File: src/rtl/demux1to2_rx_if.sv
// Bus bundle for demux1to2_rx: one tagged input stream, two per-channel output streams.
// CNT0/CNT1 are present only when DEMUX_COUNT_EN is defined.
interface demux1to2_rx_if #(
  parameter int DW = 8
);
  logic [DW-1:0] D;
  logic          SEL;
  logic          D_VLD;
  logic          D_RDY;
  logic [DW-1:0] Y0;
  logic [DW-1:0] Y1;
  logic          Y0_VLD;
  logic          Y1_VLD;
  logic          Y0_RDY;
  logic          Y1_RDY;
`ifdef DEMUX_COUNT_EN
  logic [15:0]   CNT0;
  logic [15:0]   CNT1;
`endif

  // slave: the receiver itself
  modport slave (
    input  D, SEL, D_VLD, Y0_RDY, Y1_RDY,
    output D_RDY, Y0, Y1, Y0_VLD, Y1_VLD
`ifdef DEMUX_COUNT_EN
    , output CNT0, CNT1
`endif
  );

  // master: upstream source plus downstream consumers
  modport master (
    output D, SEL, D_VLD, Y0_RDY, Y1_RDY,
    input  D_RDY, Y0, Y1, Y0_VLD, Y1_VLD
`ifdef DEMUX_COUNT_EN
    , input CNT0, CNT1
`endif
  );
endinterface

File: src/rtl/demux1to2_rx.sv
// 1-to-2 demultiplexing receiver with per-channel FIFOs and a break-before-make guard cycle.
// Optional DEMUX_COUNT_EN adds saturating 16-bit accepted-word counters CNT0/CNT1.
//
// state  | meaning
// IDLE   | after reset, no route chosen yet; first word accepted without guard
// ROUTE0 | steering words into channel 0
// ROUTE1 | steering words into channel 1
// GUARD  | one dead cycle between routes, nothing accepted
module demux1to2_rx #(
  parameter int DW    = 8,
  parameter int DEPTH = 4
) (
  input logic            CLK,
  input logic            RSTb,
  demux1to2_rx_if.slave  bus
);
  localparam int AW = $clog2(DEPTH);

  typedef enum logic [1:0] {IDLE, ROUTE0, ROUTE1, GUARD} state_t;

  state_t     state_q, state_d;
  logic       last_sel_q, last_sel_d;
  logic       d_rdy;
  logic       push_all;
  logic [1:0] push;
  logic [1:0] pop_rdy;
  logic       full_sel;

  always_ff @(posedge CLK or negedge RSTb) begin
    if (!RSTb) begin
      state_q    <= IDLE;
      last_sel_q <= 1'b0;
    end else begin
      state_q    <= state_d;
      last_sel_q <= last_sel_d;
    end
  end

  always_comb begin
    state_d    = state_q;
    last_sel_d = last_sel_q;
    case (state_q)
      IDLE: begin
        if (bus.D_VLD) begin
          state_d    = bus.SEL ? ROUTE1 : ROUTE0;
          last_sel_d = bus.SEL;
        end
      end
      ROUTE0, ROUTE1: begin
        if (bus.D_VLD && (bus.SEL != last_sel_q)) state_d = GUARD;
      end
      GUARD: begin
        state_d    = bus.SEL ? ROUTE1 : ROUTE0;
        last_sel_d = bus.SEL;
      end
      default: state_d = IDLE;
    endcase
  end

  // Ready looks only at full flags, never at the downstream ready inputs.
  always_comb begin
    d_rdy = RSTb && (state_q != GUARD) && !full_sel;
    if (bus.D_VLD && (state_q != IDLE) && (bus.SEL != last_sel_q)) d_rdy = 1'b0;
  end

  assign bus.D_RDY = d_rdy;
  assign push_all  = bus.D_VLD & d_rdy;
  assign push      = {push_all & bus.SEL, push_all & ~bus.SEL};
  assign pop_rdy   = {bus.Y1_RDY, bus.Y0_RDY};
  assign full_sel  = bus.SEL ? g_ch[1].full : g_ch[0].full;

  for (genvar c = 0; c < 2; c++) begin : g_ch
    logic [DW-1:0] mem_q [DEPTH];
    logic [AW:0]   wr_q, wr_d, rd_q, rd_d;
    logic [DW-1:0] y_q, y_d;
    logic          vld, full, pop;

    assign vld  = (wr_q != rd_q);
    assign full = (wr_q[AW] != rd_q[AW]) && (wr_q[AW-1:0] == rd_q[AW-1:0]);
    assign pop  = vld & pop_rdy[c];
    assign wr_d = wr_q + {{AW{1'b0}}, push[c]};
    assign rd_d = rd_q + {{AW{1'b0}}, pop};

    // Output register tracks the post-edge head; when the FIFO drains it keeps the last word.
    always_comb begin
      y_d = y_q;
      if (wr_d != rd_d) begin
        if (push[c] && (rd_d == wr_q)) y_d = bus.D;
        else                           y_d = mem_q[rd_d[AW-1:0]];
      end
    end

    always_ff @(posedge CLK or negedge RSTb) begin
      if (!RSTb) begin
        wr_q <= '0;
        rd_q <= '0;
        y_q  <= '0;
      end else begin
        wr_q <= wr_d;
        rd_q <= rd_d;
        y_q  <= y_d;
      end
    end

    always_ff @(posedge CLK) begin
      if (push[c]) mem_q[wr_q[AW-1:0]] <= bus.D;
    end
  end

  assign bus.Y0     = g_ch[0].y_q;
  assign bus.Y1     = g_ch[1].y_q;
  assign bus.Y0_VLD = g_ch[0].vld;
  assign bus.Y1_VLD = g_ch[1].vld;

`ifdef DEMUX_COUNT_EN
  logic [15:0] cnt0_q, cnt1_q;

  always_ff @(posedge CLK or negedge RSTb) begin
    if (!RSTb) begin
      cnt0_q <= '0;
      cnt1_q <= '0;
    end else begin
      if (push[0] && (cnt0_q != 16'hFFFF)) cnt0_q <= cnt0_q + 16'd1;
      if (push[1] && (cnt1_q != 16'hFFFF)) cnt1_q <= cnt1_q + 16'd1;
    end
  end

  assign bus.CNT0 = cnt0_q;
  assign bus.CNT1 = cnt1_q;
`endif
endmodule

File: src/flat_wrapper.sv
// flat-port wrapper written by rule: the top's interface ports become plain ports
module demux1to2_rx_flat 
#(
  parameter int DW    = 8,
  parameter int DEPTH = 4
)
  (CLK, RSTb, bus_D, bus_SEL, bus_D_VLD, bus_Y0_RDY, bus_Y1_RDY, bus_D_RDY, bus_Y0, bus_Y1, bus_Y0_VLD, bus_Y1_VLD);
  demux1to2_rx_if #(.DW(DW)) bus_i ();
  input logic CLK;
  input logic RSTb;
  input wire logic [$bits(bus_i.D)-1:0] bus_D;
  input wire logic [$bits(bus_i.SEL)-1:0] bus_SEL;
  input wire logic [$bits(bus_i.D_VLD)-1:0] bus_D_VLD;
  input wire logic [$bits(bus_i.Y0_RDY)-1:0] bus_Y0_RDY;
  input wire logic [$bits(bus_i.Y1_RDY)-1:0] bus_Y1_RDY;
  output wire logic [$bits(bus_i.D_RDY)-1:0] bus_D_RDY;
  output wire logic [$bits(bus_i.Y0)-1:0] bus_Y0;
  output wire logic [$bits(bus_i.Y1)-1:0] bus_Y1;
  output wire logic [$bits(bus_i.Y0_VLD)-1:0] bus_Y0_VLD;
  output wire logic [$bits(bus_i.Y1_VLD)-1:0] bus_Y1_VLD;
  assign bus_i.D = bus_D;
  assign bus_i.SEL = bus_SEL;
  assign bus_i.D_VLD = bus_D_VLD;
  assign bus_i.Y0_RDY = bus_Y0_RDY;
  assign bus_i.Y1_RDY = bus_Y1_RDY;
  assign bus_D_RDY = bus_i.D_RDY;
  assign bus_Y0 = bus_i.Y0;
  assign bus_Y1 = bus_i.Y1;
  assign bus_Y0_VLD = bus_i.Y0_VLD;
  assign bus_Y1_VLD = bus_i.Y1_VLD;
  demux1to2_rx #(.DW(DW), .DEPTH(DEPTH)) u_core (.CLK(CLK), .RSTb(RSTb), .bus(bus_i));
endmodule
File: config.mk
export PLATFORM = sky130hd
export DESIGN_NAME = demux1to2_rx_flat
export DESIGN_NICKNAME = d
export VERILOG_FILES = /design/src/rtl/demux1to2_rx_if.sv /design/src/rtl/demux1to2_rx.sv /design/src/flat_wrapper.sv
export SDC_FILE = /design/constraint.sdc
export NUM_CORES = 1
export LEC_CHECK = 0
export CAP_MARGIN = 20
export CELL_PAD_IN_SITES_DETAIL_PLACEMENT = 0
export CELL_PAD_IN_SITES_GLOBAL_PLACEMENT = 1
export CORE_MARGIN = 2
export CORE_UTILIZATION = 53
export CTS_CLUSTER_DIAMETER = 120
export DETAILED_ROUTE_END_ITERATION = 8
export DONT_BUFFER_PORTS = 1
export HOLD_SLACK_MARGIN = 0.15
export PLACE_DENSITY = 0.87
export SLEW_MARGIN = 40
export SYNTH_ARGS = -nofsm -noshare
export SYNTH_HDL_FRONTEND = slang
export SYNTH_SLANG_ARGS = --single-unit
File: constraint.sdc
create_clock -name CLK -period 4 [get_ports CLK]
set_clock_uncertainty 0.05 [all_clocks]
set_input_delay 0.8 -clock CLK [delete_from_list [all_inputs] [get_ports CLK]]
set_output_delay 0.8 -clock CLK [all_outputs]
set_load 0.05 [all_outputs]
Word-level counts from Yosys, hierarchy flattened:

Memory sizes are Yosys's and may differ from the RTL's.
Index checks and enable logic that the tools add are counted.
W data, S select, Z words.

* add/sub/neg operators: 4
* multiplexer cells: 14
* equality and inequality tests: 17
* divide/modulo/power cells: 0
* order comparisons: 0
* reductions and logical operators: 16
* multipliers: 0
* shift operators: 0
* bitwise operators: 6

Operator list (count)
* $mux W8: 2
* $add A3 B1 Y3: 4
* $ne A3 B3 Y1: 4
* $logic_and A1 B1 Y1: 9
* $mux W1: 7
* $eq A3 B3 Y1: 2
* $mux W2: 3
* $pmux W2 S3: 1
* $and A1 B1 Y1: 5
* $eq A2 B2 Y1: 2
* $eq A2 B2 Y1 const B: 2
* $ne A2 B2 Y1 const B: 2
* $reduce_and A2 Y1: 2
* $reduce_bool A2 Y1: 2
* $ne A1 B1 Y1: 3
* $eq A2 B1 Y1 const B: 1
* $logic_not A2 Y1: 1
* $ne A2 B1 Y1 const B: 1
* $pmux W1 S2: 1
* $reduce_or A2 Y1: 1
* $logic_not A1 Y1: 1
* $not A1 Y1: 1

* ROM bits: 0
* memories: 2
* bits in registers: 31
* RAM bits: 64
* input port bits: 14
* latch bits: 0
* logic and storage cells: 67

Memories
* u_core.g_ch[0].mem_q: words 4, bits a word 8, rd ports 1, clocked after memory_dff 0, write ports 1, line demux1to2_rx.sv:73 `logic [DW-1:0] mem_q [DEPTH];`
* u_core.g_ch[1].mem_q: words 4, bits a word 8, rd ports 1, clocked after memory_dff 0, write ports 1, line demux1to2_rx.sv:73

Depth between registers and ports, before layout:

* depth in word-level cells: 10
* gate-level depth with buffers: 14
* gate-level depth less buffers: 12

Worst setup path before layout:

OpenSTA, ideal clock, no wires.

* path type: input port to flip-flop
* from: input port bus_D_VLD
* to: register u_core.g_ch[1].y_q[5] (netlist: u_core.bus.Y1[5])
* cell stages on the path: 13
* path slack: 0.386 ns
* path buffers: 2
* arrival time: 3.427 ns
* library setup time: 0.137 ns
* data required time: 3.813 ns
* cell sequence: inv_1 > o311ai_0 > nor2b_1 > and3_1 > ha_1 > ha_1 > xor2_1 > xnor2_1 > or3_1 > clkbuf_1 > clkbuf_1 > nor2_1 > a21oi_1

* longest elaborated chain between the ends: 7

RTL lines
* start: declaration: line flat_wrapper.sv:13 `input wire logic [$bits(bus_i.D_VLD)-1:0] bus_D_VLD;`
* $logic_and A1 B1 Y1 (2 in a row): line demux1to2_rx.sv:63 `if (bus.D_VLD && (state_q != IDLE) && (bus.SEL != last_sel_q)) d_rdy = 1'b0;`
* $mux W1: line demux1to2_rx.sv:63
* $and A1 B1 Y1 *: line demux1to2_rx.sv:67 `assign push_all = bus.D_VLD & d_rdy;`
* $and A1 B1 Y1 *: line demux1to2_rx.sv:68 `assign push = {push_all & bus.SEL, push_all & ~bus.SEL};`
* $add A3 B1 Y3 *: line demux1to2_rx.sv:81 `assign wr_d = wr_q + {{AW{1'b0}}, push[c]};`
* via u_core.g_ch[1].wr_d[2]: line demux1to2_rx.sv:74 `logic [AW:0] wr_q, wr_d, rd_q, rd_d;`
* $ne A3 B3 Y1 *: line demux1to2_rx.sv:87 `if (wr_d != rd_d) begin`
* end signal: assignment: line demux1to2_rx.sv:101 `y_q <= y_d;`
* end: declaration: line demux1to2_rx.sv:75 `logic [DW-1:0] y_q, y_d;`

The timed path passes the listed nets; every way through them passes the cells marked *.
A chain may end at the register's enable or synchronous reset.

Worst setup path after layout:

* from: register u_core.g_ch[0].wr_q[1]
* to: register u_core.g_ch[0].y_q[7] (netlist: u_core.bus.Y0[7])

RTL lines
* start: declaration: line demux1to2_rx.sv:74
* start signal: assignment: line demux1to2_rx.sv:99 `wr_q <= wr_d;`
* $ne A3 B3 Y1 *: line demux1to2_rx.sv:78 `assign vld = (wr_q != rd_q);`
* $and A1 B1 Y1 *: line demux1to2_rx.sv:80 `assign pop = vld & pop_rdy[c];`
* $add A3 B1 Y3 *: line demux1to2_rx.sv:82 `assign rd_d = rd_q + {{AW{1'b0}}, pop};`
* via u_core.g_ch[0].rd_d[1]: line demux1to2_rx.sv:74
* parallel branches: the longest is 3 deep, another holds $mem_v2 Z4 W8
* end signal: assignment: line demux1to2_rx.sv:101
* end: declaration: line demux1to2_rx.sv:75

Mark *: on every way through the listed nets, which the timed path passes.

==> flow_metrics.tcl <==
set metrics [dict create \
    area_growth_pct 9.071 \
    grt_pass1_vias 2119 \
    maxSlewHeadroom_pct 48.71 \
    rows 32 \
    yosysTopAreaCellShare_pct 47.07 \
    grt_max_degree 32 \
    cts_tree "done" \
    vias 2061 \
    slew_violations 0 \
    critPathCaptureType "register" \
    gp_congestion 0.7242 \
    cap_violations 0 \
    pwr-share-comb_pct 38.7 \
    cts_num_sinks 95 \
    core_sq_mm 0.007607 \
    grtUsageTotal_pct 18.02 \
    fin_nets 285 \
    post-dp-hpwl_microns 4594 \
    max_freq_mhz 298.9 \
    cts_resized 0 \
    dieArea_sq_mm 0.008421 \
    nFillCells 596 \
    seq_area_sq_mm 0.002698 \
    syn_area_per_cell_sq_um 16.46 \
    setup_violations 0 \
    r2r_end "u_core.bus.Y0[7]$_DFFE_PN0P_" \
    multiInputGateArea_sq_mm 0.001301 \
    powerDensity_mw_per_mm2 876.8 \
    rsz0062_at_grt "false" \
    pwr-share-seq_pct 44.0 \
    synth_area_sq_mm 0.004083 \
    post-cts-setup-buffers 0 \
    post_synth_num_cell_types 37 \
    worst_pin_slew_ps 766.5 \
    path_max_fanout 11 \
    wl_microns 6967 \
    drtAntennaViolNets 0 \
    tritoncts.num_buffers 9 \
    worst_slack_ps 653.9 \
    drtIter0Drc 133 \
    fp.dieH_microns 91.77 \
    preCtsSetupSlack_ps 505.8 \
    switching_power_mw 1.582 \
    ys_warn_count 0 \
    worstSetupStartpointType "register" \
    worstPathRequired_ps 4180 \
    hold_violations 0 \
    overflow 0 \
    r2r_cells 12 \
    boundaryPins 33 \
    synth_nets 272 \
    htreeDepth 3 \
    clk_pin_slew_ps 90 \
    ys_ff_latch 95 \
    die_w_microns 91.77 \
    yosysTopAreaCell "edfxtp_1" \
    grt_antenna_before_repair 0 \
    worst-setup-path-type "register to register" \
    vdd_ir_drop_max_mv 0.3284 \
    route.detailed.drc 0 \
    power_frac_clock_pct 17.3 \
    cts_hold_buffers 1 \
    grt_pass1_wl_microns 11130 \
    drtPass1Iterations 4 \
    fin_crit_sh_pct 83.65 \
    port_buffers 0 \
    cp.arrival_ps 3530 \
    n_antenna_cell 0 \
    hold_path_class "input pin to async pin" \
    setup_tns_ps 0 \
    drive_gt1_share_pct 13.53 \
    postSynthCellCount 248 \
    status "finished, final reports clean" \
    wl_per_cell_microns 18.93 \
    regToRegStartpoint "u_core.g_ch[0].wr_q[1]$_DFF_PN0_" \
    period_minus_slack_ps 3346 \
    r2r_setup_slack_ps 650 \
    vias_per_cell 5.601 \
    synthTopCellsByArea "edfxtp_1, dfrtp_1, mux4_1" \
    synth_edf_count 64 \
    internal_power_mw 2.323 \
    root_buffer "clkbuf_8" \
    start_util_pct 53.67 \
    p_leak_nw 1.684 \
    clk_path_buf_depth 2 \
    async_flop_share_pct 32.63 \
    swShare_pct 40.51 \
    clk_latency_ps 360 \
    seq_area_frac_synth_pct 66.07 \
    synth_ff_type "edfxtp_1" \
]
[worst max path at each step]
stage | startpoint | to | slack, ps | depth (start not counted)
finish | u_core.g_ch[0].wr_q[1]$_DFF_PN0_ | u_core.bus.Y0[7]$_DFFE_PN0P_ | 650 | 12
global route | u_core.state_q[1]$_DFFE_PN0P_ | u_core.bus.Y0[6]$_DFFE_PN0P_ | 320 | 12
CTS | u_core.g_ch[0].wr_q[1]$_DFF_PN0_ | u_core.bus.Y0[7]$_DFFE_PN0P_ | 620 | 12
detailed placement | bus_D_VLD | u_core.bus.Y0[4]$_DFFE_PN0P_ | 510 | 11
global placement | bus_D_VLD | u_core.bus.Y0[7]$_DFFE_PN0P_ | 560 | 11
floorplan | bus_D_VLD | u_core.bus.Y1[5]$_DFFE_PN0P_ | 390 | 13
[cells in the final DEF, fill, tap and decap left out, types with 2 or more instances in the layout]
| cell type | synthesis | routed |
|---|---|---|
| buf_4 | 2 | 10 |
| nor2_1 | 19 | 19 |
| xor2_1 | 14 | 14 |
| nand3_1 | 2 | 2 |
| o21ai_0 | 3 | 3 |
| mux4_2 | 8 | 8 |
| nand2_1 | 4 | 4 |
| and3b_1 | 3 | 3 |
| bufinv_16 | 0 | 2 |
| edfxtp_1 | 64 | 64 |
| mux2i_1 | 17 | 17 |
| xnor2_1 | 9 | 9 |
| inv_1 | 5 | 5 |
| clkbuf_8 | 1 | 9 |
| ha_1 | 10 | 10 |
| nor4_1 | 2 | 2 |
| nor2b_1 | 3 | 3 |
| mux4_1 | 8 | 8 |
| nor3b_1 | 3 | 3 |
| dfrtp_1 | 31 | 31 |
| and3_1 | 3 | 3 |
| a21oi_1 | 18 | 18 |
| and2_1 | 2 | 2 |
[registers in the layout, summed over array words and instances (netlist names)]
register	cells
u_core.g_ch.wr_q	6
u_core.bus.Y0	8
u_core.state_q	2
u_core.g_ch.mem_q	64
u_core.bus.Y1	8
u_core.g_ch.rd_q	6
u_core.last_sel_q	1
[per-layer routing]
metal / share of wire, % / GRT usage, % / vias to the layer above
li1: - / - / 970
met5: 0 / 0 / -
met1: 45 / 23.69 / 1045
met3: 3.5 / 4.355 / 11
met2: 50 / 28.74 / 35
met4: 2.1 / 8.209 / 0
[Yosys cell counts (2+ instances only)]
library cell / n
nor2_1: 19
mux4_2: 8
nand2_1: 4
nor2b_1: 3
inv_1: 5
nand3_1: 2
xor2_1: 14
buf_4: 2
dfrtp_1: 31
ha_1: 10
clkbuf_1: 3
and3_1: 3
mux2i_1: 17
nor4_1: 2
nor3b_1: 3
o21ai_0: 3
mux4_1: 8
edfxtp_1: 64
and2_1: 2
and3b_1: 3
a21oi_1: 18
xnor2_1: 9
[stage by stage]
stage	cells	total power [mW]	util [%]	area (sq um)	hold WS, ps
6_report	368	3.905	58.54	4453	202.8
5_1_grt	368	4.150	58.54	4453	197.9
4_1_cts	368	3.942	58.54	4453	196.8
3_5_place_dp	351	3.267	55.48	4220	455.4
3_3_place_gp	351	3.232	55.48	4220	455.3
2_1_floorplan	248	2.973	-	4083	440.5
[worst max-delay path: stages (launching register included)]
cell and delay [ps]:
dfrtp_1 480, xor2_1 190, nor2_1 110, nand2_1 70, and2_1 170, ha_1 180, ha_1 580, xor2_1 120
or4_4 440, nor4_4 210, buf_4 240, mux2i_1 270, a21oi_1 100
[power by group through the flow]
stage	registers [mW]	clock network (mW)	logic [mW]
final	1.72	0.674	1.51
after global routing	1.75	0.728	1.68
after CTS	1.72	0.686	1.53
after detailed placement	1.74	0	1.52
after global placement	1.74	0	1.49
after floorplan	1.70	0	1.27
[area by class of cell]
type / count / share of cell area [%]
clock inverter: 6 / 1.911
multi-input combinational: 139 / 29.22
tap: 102 / 2.866
sequential: 95 / 60.58
inverter: 5 / 0.4215
timing repair buffer: 11 / 2.135
clock buffer: 10 / 2.866
[kinds of logic after synthesis]
logic type      share of synthesized area (%)
compound gates                          3.003
buf+inv                                 2.053
flops                                   66.07
mux                                     14.01
fa+ha+maj                               3.065
simple gates                            6.865
xor+xnor                                4.934
Note: power is estimated with default switching activity, not from simulation.
